## config.mk

```make
export PLATFORM = sky130hd
export DESIGN_NAME = game_sequencer_flat
export DESIGN_NICKNAME = d
export VERILOG_FILES = /design/src/rtl/game_sequencer_if.sv /design/src/rtl/game_sequencer.sv /design/src/flat_wrapper.sv
export SDC_FILE = /design/constraint.sdc
export NUM_CORES = 1
export LEC_CHECK = 0
export ABC_AREA = 1
export BUFFER_PORTS_ARGS = -buffer_cell sky130_fd_sc_hd__buf_2
export CAP_MARGIN = 20
export CORE_MARGIN = 2
export CORE_UTILIZATION = 45
export DETAILED_ROUTE_END_ITERATION = 16
export GPL_TIMING_DRIVEN = 0
export PLACE_DENSITY = 0.66
export SYNTH_ARGS = -nofsm -noshare
export SYNTH_HDL_FRONTEND = slang
export SYNTH_SLANG_ARGS = --single-unit
```

## constraint.sdc

```tcl
create_clock -name CLOCK_50 -period 4.8 [get_ports CLOCK_50]
set_input_delay 0.48 -clock CLOCK_50 [delete_from_list [all_inputs] [get_ports CLOCK_50]]
set_output_delay 0.48 -clock CLOCK_50 [all_outputs]
set_load 0.005 [all_outputs]
```

## src/rtl/game_sequencer_if.sv

```systemverilog
// ---------------------------------------------------------------------------
// game_sequencer_if
// Signal bundle between the ByteBasher game sequencer and the rest of the
// system (start button logic, sensor interface, LFSR, VGA, audio).
//
//   start        : single-cycle start pulse, synchronous to CLOCK_50
//   box_address  : sensor box ID (0 = none, 1..6 = box), asynchronous
//   lfsr_value   : free-running LFSR output used to pick targets
//   mif_select   : screen selector (0 lobby, 1..6 target, 7 game over)
//   score        : current score, 0..2047
//   time_left    : seconds remaining in the round
//   game_over    : high while the round is over
//   lobby_sound  : lobby tune request
//   play_sound   : hit sound request
//   hit_pulse    : one-cycle pulse on a correct strike
//   miss_pulse   : one-cycle pulse on a wrong strike or a target timeout
//
// Modports: slave = the sequencer, master = whoever drives its inputs.
// ---------------------------------------------------------------------------
interface game_sequencer_if;
  logic        start;
  logic [2:0]  box_address;
  logic [2:0]  lfsr_value;
  logic [2:0]  mif_select;
  logic [10:0] score;
  logic [6:0]  time_left;
  logic        game_over;
  logic        lobby_sound;
  logic        play_sound;
  logic        hit_pulse;
  logic        miss_pulse;

  modport slave (
    input  start, box_address, lfsr_value,
    output mif_select, score, time_left, game_over,
           lobby_sound, play_sound, hit_pulse, miss_pulse
  );

  modport master (
    output start, box_address, lfsr_value,
    input  mif_select, score, time_left, game_over,
           lobby_sound, play_sound, hit_pulse, miss_pulse
  );
endinterface

```

## src/rtl/game_sequencer.sv

```systemverilog
// ---------------------------------------------------------------------------
// game_sequencer
// ByteBasher round controller: lobby -> timed play -> game over.
// Picks the active target box from the LFSR, qualifies strikes coming from
// the sensor interface, keeps the score and the countdown, selects the VGA
// screen and arbitrates the audio codec between lobby tune and hit sound.
//
// Ports:
//   CLOCK_50 : system clock
//   reset    : asynchronous, active-high; returns everything to lobby
//   bus      : game_sequencer_if.slave (start, box_address, lfsr_value in;
//              mif_select, score, time_left, game_over, lobby_sound,
//              play_sound, hit_pulse, miss_pulse out)
//
// Parameters:
//   TICK_DIV     : CLOCK_50 cycles per game-second
//   GAME_SECONDS : round length in seconds (1..127)
//   TARGET_TICKS : cycles a target stays up before it times out
//   SOUND_CYCLES : length of the play_sound stretch after the last hit
//
// Build option:
//   MISS_PENALTY_EN : when defined, every miss_pulse also decrements the
//                     score (saturating at 0) on the same edge.
// ---------------------------------------------------------------------------
module game_sequencer #(
  parameter int TICK_DIV     = 50_000_000,
  parameter int GAME_SECONDS = 60,
  parameter int TARGET_TICKS = 100_000_000,
  parameter int SOUND_CYCLES = 12_500_000
) (
  input  logic              CLOCK_50,
  input  logic              reset,
  game_sequencer_if.slave   bus
);

  localparam int TICK_W = (TICK_DIV > 1) ? $clog2(TICK_DIV) : 1;
  localparam int WIN_W  = (TARGET_TICKS > 1) ? $clog2(TARGET_TICKS) : 1;
  localparam int SND_W  = $clog2(SOUND_CYCLES + 1);

  localparam logic [TICK_W-1:0] TICK_LAST = TICK_W'(TICK_DIV - 1);
  localparam logic [WIN_W-1:0]  WIN_LAST  = WIN_W'(TARGET_TICKS - 1);
  localparam logic [SND_W-1:0]  SND_LOAD  = SND_W'(SOUND_CYCLES);
  localparam logic [6:0]        SECS      = 7'(GAME_SECONDS);
  localparam logic [10:0]       SCORE_MAX = 11'd2047;

  typedef enum logic [1:0] {
    LOBBY = 2'd0,
    PLAY  = 2'd1,
    OVER  = 2'd2
  } state_t;

  state_t              state, state_n;
  logic [2:0]          s1, s2, s3;
  logic [2:0]          target, target_n;
  logic [10:0]         score, score_n;
  logic [6:0]          time_left, time_n;
  logic [TICK_W-1:0]   tick_cnt, tick_n;
  logic [WIN_W-1:0]    win_cnt, win_n;
  logic [SND_W-1:0]    snd_cnt, snd_n;
  logic                hit_q, hit_n;
  logic                miss_q, miss_n;

  logic                strike;
  logic                tick_now;
  logic                win_expired;

  // Saturating score step up.
  function automatic logic [10:0] sat_inc(input logic [10:0] s);
    return (s == SCORE_MAX) ? s : s + 11'd1;
  endfunction

`ifdef MISS_PENALTY_EN
  // Saturating score step down.
  function automatic logic [10:0] sat_dec(input logic [10:0] s);
    return (s == 11'd0) ? s : s - 11'd1;
  endfunction
`endif

  // Out-of-range LFSR values fall back to box 1; a repeat of the previous
  // target is bumped to the next box so the player always sees a change.
  function automatic logic [2:0] pick_target(input logic [2:0] lfsr,
                                             input logic [2:0] prev,
                                             input logic       has_prev);
    logic [2:0] t;
    t = ((lfsr >= 3'd1) && (lfsr <= 3'd6)) ? lfsr : 3'd1;
    if (has_prev && (t == prev))
      t = (prev == 3'd6) ? 3'd1 : prev + 3'd1;
    return t;
  endfunction

  // A strike is a fresh nonzero ID at the synchronizer output; a held ID
  // counts once, a direct jump between two IDs counts again.
  assign strike      = (s2 != 3'd0) && (s2 != s3);
  assign tick_now    = (tick_cnt == TICK_LAST);
  assign win_expired = (win_cnt == WIN_LAST);

  // ---- register stage: synchronizer, FSM state and game counters ----
  always_ff @(posedge CLOCK_50 or posedge reset) begin
    if (reset) begin
      state     <= LOBBY;
      s1        <= 3'd0;
      s2        <= 3'd0;
      s3        <= 3'd0;
      target    <= 3'd0;
      score     <= 11'd0;
      time_left <= SECS;
      tick_cnt  <= '0;
      win_cnt   <= '0;
      snd_cnt   <= '0;
      hit_q     <= 1'b0;
      miss_q    <= 1'b0;
    end else begin
      state     <= state_n;
      s1        <= bus.box_address;
      s2        <= s1;
      s3        <= s2;
      target    <= target_n;
      score     <= score_n;
      time_left <= time_n;
      tick_cnt  <= tick_n;
      win_cnt   <= win_n;
      snd_cnt   <= snd_n;
      hit_q     <= hit_n;
      miss_q    <= miss_n;
    end
  end

  // ---- next-state and screen/audio decode ----
  always_comb begin
    state_n         = state;
    target_n        = target;
    score_n         = score;
    time_n          = time_left;
    tick_n          = tick_cnt;
    win_n           = win_cnt;
    snd_n           = snd_cnt;
    hit_n           = 1'b0;
    miss_n          = 1'b0;
    bus.mif_select  = 3'd0;
    bus.game_over   = 1'b0;
    bus.lobby_sound = 1'b0;

    case (state)
      LOBBY: begin
        bus.lobby_sound = 1'b1;
        snd_n           = '0;
        if (bus.start) begin
          state_n  = PLAY;
          score_n  = 11'd0;
          time_n   = SECS;
          tick_n   = '0;
          win_n    = '0;
          target_n = pick_target(bus.lfsr_value, target, 1'b0);
        end
      end

      PLAY: begin
        bus.mif_select = target;
        tick_n         = tick_now ? '0 : tick_cnt + 1'b1;

        // A correct strike wins over a simultaneous window expiry.
        if (strike && (s2 == target)) begin
          hit_n    = 1'b1;
          score_n  = sat_inc(score);
          snd_n    = SND_LOAD;
          target_n = pick_target(bus.lfsr_value, target, 1'b1);
          win_n    = '0;
        end else begin
          if (snd_cnt != '0)
            snd_n = snd_cnt - 1'b1;
          win_n = win_cnt + 1'b1;
          if (strike)
            miss_n = 1'b1;
          if (win_expired) begin
            miss_n   = 1'b1;
            target_n = pick_target(bus.lfsr_value, target, 1'b1);
            win_n    = '0;
          end
`ifdef MISS_PENALTY_EN
          if (miss_n)
            score_n = sat_dec(score);
`endif
        end

        // Final tick: any hit above is already scored, sound is cut.
        if (tick_now) begin
          time_n = time_left - 7'd1;
          if (time_left == 7'd1) begin
            state_n = OVER;
            snd_n   = '0;
          end
        end
      end

      OVER: begin
        bus.mif_select = 3'd7;
        bus.game_over  = 1'b1;
        snd_n          = '0;
        if (bus.start) begin
          state_n = LOBBY;
          score_n = 11'd0;
          time_n  = SECS;
          tick_n  = '0;
          win_n   = '0;
        end
      end

      default: begin
        state_n = LOBBY;
      end
    endcase
  end

  // play_sound comes straight from the stretch counter, which is held at 0
  // outside PLAY, so it can never overlap lobby_sound.
  assign bus.play_sound = (snd_cnt != '0);
  assign bus.score      = score;
  assign bus.time_left  = time_left;
  assign bus.hit_pulse  = hit_q;
  assign bus.miss_pulse = miss_q;

endmodule
```

## src/flat_wrapper.sv

```systemverilog
// flat-port wrapper written by rule: the top's interface ports become plain ports
module game_sequencer_flat 
#(
  parameter int TICK_DIV     = 50_000_000,
  parameter int GAME_SECONDS = 60,
  parameter int TARGET_TICKS = 100_000_000,
  parameter int SOUND_CYCLES = 12_500_000
)
  (CLOCK_50, reset, bus_start, bus_box_address, bus_lfsr_value, bus_mif_select, bus_score, bus_time_left, bus_game_over, bus_lobby_sound, bus_play_sound, bus_hit_pulse, bus_miss_pulse);
  game_sequencer_if bus_i ();
  input  logic CLOCK_50;
  input  logic reset;
  input wire logic [$bits(bus_i.start)-1:0] bus_start;
  input wire logic [$bits(bus_i.box_address)-1:0] bus_box_address;
  input wire logic [$bits(bus_i.lfsr_value)-1:0] bus_lfsr_value;
  output wire logic [$bits(bus_i.mif_select)-1:0] bus_mif_select;
  output wire logic [$bits(bus_i.score)-1:0] bus_score;
  output wire logic [$bits(bus_i.time_left)-1:0] bus_time_left;
  output wire logic [$bits(bus_i.game_over)-1:0] bus_game_over;
  output wire logic [$bits(bus_i.lobby_sound)-1:0] bus_lobby_sound;
  output wire logic [$bits(bus_i.play_sound)-1:0] bus_play_sound;
  output wire logic [$bits(bus_i.hit_pulse)-1:0] bus_hit_pulse;
  output wire logic [$bits(bus_i.miss_pulse)-1:0] bus_miss_pulse;
  assign bus_i.start = bus_start;
  assign bus_i.box_address = bus_box_address;
  assign bus_i.lfsr_value = bus_lfsr_value;
  assign bus_mif_select = bus_i.mif_select;
  assign bus_score = bus_i.score;
  assign bus_time_left = bus_i.time_left;
  assign bus_game_over = bus_i.game_over;
  assign bus_lobby_sound = bus_i.lobby_sound;
  assign bus_play_sound = bus_i.play_sound;
  assign bus_hit_pulse = bus_i.hit_pulse;
  assign bus_miss_pulse = bus_i.miss_pulse;
  game_sequencer #(.TICK_DIV(TICK_DIV), .GAME_SECONDS(GAME_SECONDS), .TARGET_TICKS(TARGET_TICKS), .SOUND_CYCLES(SOUND_CYCLES)) u_core (.CLOCK_50(CLOCK_50), .reset(reset), .bus(bus_i));
endmodule
```

==> flow_metrics.tcl, run 1 <==
set metrics [dict create \
    dr.pass1.iters 4 \
    syn2layout_area_growth_pct 10.26 \
    clk_pin_slew_ns 0.08 \
    antenna_found_initial 0 \
    grt_max_degree 58 \
    gp_congestion 0.9162 \
    yosysWarnings 0 \
    combPwrFrac_pct 49.8 \
    synth_edf_count 0 \
    hold_class "input pin to asynchronous set/reset pin" \
    port_buffers 34 \
    grt.total_usage_pct 21.64 \
    cts_root_buffer "clkbuf_16" \
    startpoint_type "register" \
    finalHoldViolCount 0 \
    layout_commonest_cell "nand2_1" \
    p_leak_nw 3.791 \
    status "completed" \
    critPathMaxFanout 10 \
    p_sw_w 0.001855 \
    relSlewSlack_pct 55.18 \
    cts_buffers 9 \
    cts_hold_buf 0 \
    cts_setup_buffers 0 \
    final_cell_mix "nand2_1, nor2_1, inv_1, dfrtp_1, nand3_1" \
    setup_viol 0 \
    routedWlPerCell_um 13.16 \
    fin_crit_sh_pct 53.63 \
    clk_latency_ns 0.36 \
    cts_buffer_depth 2 \
    drt_iter0_drc 426 \
    synth_fp_nets 1072 \
    grt_pass1_vias 6116 \
    detail_route.vias_per_cell 5.042 \
    cts.sinks 111 \
    grt_pass1_wl_um 29380 \
    cts-resized-gates 0 \
    fmax_mhz 388.5 \
    swShare_pct 47.43 \
    final.setup.tns_ns 0 \
    peakVddDrop_mv 0.3058 \
    fp.coreArea_um2 15710 \
    period_minus_slack_ns 2.574 \
    die_w_um 130.3 \
    rsz0062_at_grt "no" \
    synth.avg_cell_area_um2 6.820 \
    arrival_ns 2.09 \
    insertedDiodeCount 0 \
    fp-row-count 46 \
    crit_chain "inv_1 > ha_1 > clkbuf_1 > nand2_1 > a21oi_1 > buf_2" \
    drc 0 \
    syn-instance-count 1053 \
    final_layout_size_suffix_gt1_share_pct 9.157 \
    nFillCells 1590 \
    ant_nets 0 \
    p_clk_share_pct 18.2 \
    ys_types 38 \
    yosysSeqAreaShare_pct 38.75 \
    timing.rr.start "u_core.state[0]$_DFFE_PP0P_" \
    final_area_um2 7919 \
    crit_type "register to output port" \
    maxSlewViolCount 0 \
    slowest_stage "clkbuf_1" \
    clock_skew_ns 0.01010 \
    cp.required_ns 4.32 \
    p_int_w 0.002056 \
    htreeDepth 3 \
    start_util_pct 45.71 \
    overflow 0 \
    dieArea_um2 16990 \
    die_h_um 130.3 \
    max_stage_delay_ns 0.45 \
    drv_cap 0 \
    synth_flop_cell "dfrtp_1" \
    post-dp-hpwl_um 12880 \
    power_density_nw_per_um2 493.9 \
    ys_ff_latch 111 \
    worstMarginPinSlew_ns 0.6723 \
    cp-end-kind "output port" \
    pwr-share-seq_pct 32.0 \
    crit_family "buffers and inverters" \
    place_area_um2 7655 \
    cts_tree "done" \
    fin_nets 1118 \
    synth_area_um2 7182 \
    async_flop_share_pct 100.0 \
    startpoint "u_core.state[1]$_DFFE_PP0P_" \
    routed_wl_um 17360 \
    cp_num_buf_inv 3 \
    ios 35 \
    vias 6651 \
]
-- power groups by stage --
stage / logic [W] / registers, W / clock network [W]
after floorplan: 0.00142 / 0.00123 / 0
after CTS: 0.00196 / 0.00125 / 0.000729
after global placement: 0.00192 / 0.00127 / 0
after global routing: 0.00223 / 0.00128 / 0.000759
after detailed placement: 0.00196 / 0.00127 / 0
final: 0.00195 / 0.00125 / 0.000710
-- layout make-up --
type | count | area [um2] | area share, %
multi-input cells | 808 | 3855 | 48.68
flip-flops and latches | 111 | 2783 | 35.14
inverters | 113 | 429.2 | 5.420
well taps | 216 | 270.3 | 3.413
clock buffers | 10 | 229.0 | 2.891
repair buffers | 35 | 197.7 | 2.496
plain buffers | 21 | 120.1 | 1.517
clock inverters | 5 | 35.03 | 0.4424
-- synthesized netlist by cell type (2+ instances only) --
| master | number | share of area, % |
|---|---|---|
| clkbuf_1 | 7 | 0.37 |
| o22ai_1 | 11 | 0.96 |
| o21ai_0 | 50 | 3.5 |
| nor3_1 | 9 | 0.63 |
| o21bai_1 | 5 | 0.52 |
| a21oi_1 | 11 | 0.77 |
| nor2_2 | 8 | 0.70 |
| nand3_2 | 4 | 0.56 |
| buf_6 | 3 | 0.47 |
| nor2_1 | 156 | 8.2 |
| or2_2 | 7 | 0.61 |
| nor2_4 | 2 | 0.31 |
| inv_1 | 108 | 5.6 |
| dfstp_2 | 4 | 1.5 |
| nand3_1 | 78 | 5.4 |
| nand3b_1 | 3 | 0.31 |
| buf_4 | 3 | 0.31 |
| dfrtp_1 | 107 | 37 |
| nand2_2 | 4 | 0.35 |
| buf_2 | 6 | 0.42 |
| nand4_1 | 30 | 2.6 |
| nand2_1 | 353 | 18 |
| inv_2 | 5 | 0.26 |
| buf_1 | 2 | 0.10 |
| ha_1 | 10 | 1.7 |
| xnor2_1 | 13 | 1.6 |
| o21ai_1 | 6 | 0.42 |
| xor2_1 | 38 | 4.6 |
-- metal layers --
metal / wire (um) / GRT usage, % / vias to the layer above
li1: - / - / 3423
met1: 8199 / 28.45 / 3109
met3: 628 / 4.551 / 12
met4: 157 / 4.568 / 0
met2: 8374 / 37.05 / 107
met5: 0 / 0 / -
-- registers in the layout, summed over array words and instances (netlist names) --
register               cells
u_core.bus.hit_pulse       1
u_core.bus.miss_pulse      1
u_core.bus.score          11
u_core.bus.time_left       7
u_core.s1                  3
u_core.s2                  3
u_core.s3                  3
u_core.snd_cnt            24
u_core.state               2
u_core.target              3
u_core.tick_cnt           26
u_core.win_cnt            27
-- worst paths after layout --
kind,endpoint,slack (ns),depth (start not counted)
worst max-delay path,bus_mif_select[1],2.23,6
worst min-delay path,u_core.bus.score[1]$_DFFE_PP0P_,0.16,2
worst max register to register,u_core.tick_cnt[14]$_DFFE_PP0P_,2.48,11
worst min register to register,u_core.s2[1]$_DFF_PP0_,0.35,0
max in group asynchronous,u_core.bus.time_left[3]$_DFFE_PP1P_,3.94,3
min in group CLOCK_50,u_core.s1[2]$_DFF_PP0_,0.22,1
-- cells by family after synthesis --
kind of cell / count (synthesis) / synth area share (%)
AND/OR/NAND/NOR: 658 / 38.76
buffers and inverters: 134 / 7.579
flip-flops: 111 / 38.75
AO/OA/AOI/OAI: 89 / 6.952
XOR/XNOR: 51 / 6.220
adder cells (fa/ha/maj): 10 / 1.742
-- through the flow --
step	worst slack [ns]	total power (W)	hold WS, ns	std cells	util (%)
detailed placement	2.532	0.003223	0.3387	1304	48.72
global route	2.043	0.004262	0.2074	1319	50.40
global placement	-0.04340	0.003190	0.3316	1303	48.51
floorplan	1.396	0.002644	0.3312	1053	-
CTS	2.212	0.003941	0.1955	1319	50.40
finish	2.226	0.003911	0.1623	1319	50.40
No activity file was read; power rests on OpenSTA's default activity.
==> run 2: changes to the inputs <==
PLACE_DENSITY = 0.68   (was 0.66)
clock period = 2.3 ns   (was 4.8 ns; I/O delays follow)
==> run 2 against run 1 <==
  * Non-clock buffer count is 6 higher
  * Register-to-register slack worse by 2.3 ns
  * Sequential power is 110% higher
  * Global-route usage is 0.21 points lower
  * Core utilization is 0.64 points higher
  * Largest cell class unchanged
  * Highest routed layer unchanged
  * Power is 110% higher
  * Clock skew is 0.0033 ns lower
  * Cell area is 1.3% higher
==> flow_metrics.tcl, run 2 (synthesis results as in run 1) <==
set metrics [dict create \
    syn2layout_area_growth_pct 11.66 \
    fp.coreArea_um2 15710 \
    dr.pass1.iters 5 \
    fin_nets 1124 \
    port_buffers 34 \
    drv_cap 0 \
    die_h_um 130.3 \
    drc 0 \
    worstMarginPinSlew_ns 0.6537 \
    post-dp-hpwl_um 12880 \
    met2_length_um 8214 \
    clock_skew_ns 0.006824 \
    grt_max_degree 39 \
    largest_register_ffs 27 \
    wl_met3_um 783 \
    overflow 0 \
    clk_latency_ns 0.36 \
    insertedDiodeCount 0 \
    top_regs "u_core.win_cnt x27, u_core.tick_cnt x26, u_core.snd_cnt x24" \
    fmax_mhz 472.0 \
    relSlewSlack_pct 56.42 \
    grt.total_usage_pct 21.43 \
    drt_iter0_drc 476 \
    antenna_found_initial 0 \
    detail_route.vias_per_cell 5.023 \
    cp.required_ns 2.07 \
    grt_pass1_wl_um 29140 \
    status "completed" \
    p_leak_nw 3.839 \
    setup_viol 0 \
    htreeDepth 3 \
    critPathMaxFanout 10 \
    final_cell_mix "nand2_1, nor2_1, inv_1, dfrtp_1, nand3_1" \
    ios 35 \
    startpoint_type "register" \
    fin_util_pct 51.04 \
    wl_met1_um 8237 \
    cts_root_buffer "clkbuf_16" \
    holdWs_ns 0.2156 \
    gp_congestion 0.9269 \
    dr.max_layer_used "met4" \
    vias 6661 \
    cts_buffers 9 \
    place_area_um2 7686 \
    die_w_um 130.3 \
    nFillCells 1571 \
    final_layout_size_suffix_gt1_share_pct 9.910 \
    period_minus_slack_ns 2.119 \
    arrival_ns 1.89 \
    start_util_pct 45.71 \
    clk_pin_slew_ns 0.08 \
    hold_class "input pin to register" \
    grt_pass1_vias 5985 \
    finalHoldViolCount 0 \
    cts_tree "done" \
    crit_type "register to output port" \
    power_density_nw_per_um2 1029 \
    cp-end-kind "output port" \
    peakVddDrop_mv 0.5067 \
    fin_crit_sh_pct 92.12 \
    routed_wl_um 17490 \
    rsz0062_at_grt "no" \
    maxSlewViolCount 0 \
    cts_buffer_depth 2 \
    largest-register "u_core.win_cnt" \
    dieArea_um2 16990 \
    cts.sinks 111 \
    routedWlPerCell_um 13.19 \
    fp-row-count 46 \
    ant_nets 0 \
    final_area_um2 8019 \
    layout_commonest_cell "nand2_1" \
]
## run 2: path summary, 6_finish.rpt
kind	startpoint	to	slack, ns	depth (start not counted)
setup reg to reg	u_core.state[0]$_DFFE_PP0P_	u_core.tick_cnt[14]$_DFFE_PP0P_	0.19	11
setup / recovery	u_core.state[1]$_DFFE_PP0P_	bus_mif_select[1]	0.18	6
min in group asynchronous	reset	u_core.snd_cnt[6]$_DFFE_PP0P_	0.40	3
max in group asynchronous	reset	u_core.bus.time_left[5]$_DFFE_PP1P_	1.10	5
hold reg to reg	u_core.s1[2]$_DFF_PP0_	u_core.s2[2]$_DFF_PP0_	0.35	0
hold / removal	bus_start	u_core.state[1]$_DFFE_PP0P_	0.22	4
## run 2: power breakdown
group	switching, W	internal, W	total (W)	leakage [nW]
combinational	0.00280	0.00132	0.00413	2.21
clock	0.000772	0.000744	0.00152	0.137
sequential	0.000324	0.00228	0.00261	1.49
total	0.00390	0.00435	0.00825	3.84
## run 2: layout make-up
| class | count | area, um2 | area share, % |
|---|---|---|---|
| timing repair buffer | 41 | 270.3 | 3.370 |
| buffer | 21 | 131.4 | 1.638 |
| clock inverter | 6 | 41.29 | 0.5149 |
| clock buffer | 10 | 229.0 | 2.855 |
| tap | 216 | 270.3 | 3.370 |
| inverter | 113 | 430.4 | 5.367 |
| sequential | 111 | 2784 | 34.72 |
| multi-input combinational | 808 | 3862 | 48.17 |
## run 2: what timing repair did
action / in CTS / in global routing
hold buffers: 4 / 0
setup endpoints to repair: 1 / 74
resized for setup: 1 / 13
setup buffers: 0 / 0
endpoints found under the hold margin: 17 / 0
## run 2: worst max-delay path: stages (launching register included)
cell and delay, ns:
dfrtp_1 0.40, inv_1 0.10, ha_1 0.34, clkbuf_2 0.32, nand2_1 0.08, a21oi_1 0.15
buf_2 0.13
## run 2: metal layers
metal,GRT usage [%],vias up
li1,-,3441
met1,29.16,3060
met2,34.92,140
met3,4.018,20
met4,6.508,0
met5,0,-
## run 2: stage by stage
stage	worst slack, ns	TNS (ns)	total power [W]	std cells
floorplan	0.4951	0	0.005519	1053
global placement	-0.1241	-12.37	0.006642	1303
detailed placement	0.01352	0	0.006701	1306
CTS	0.01640	0	0.008244	1326
global route	0.007270	0	0.008988	1326
finish	0.1813	0	0.008251	1326
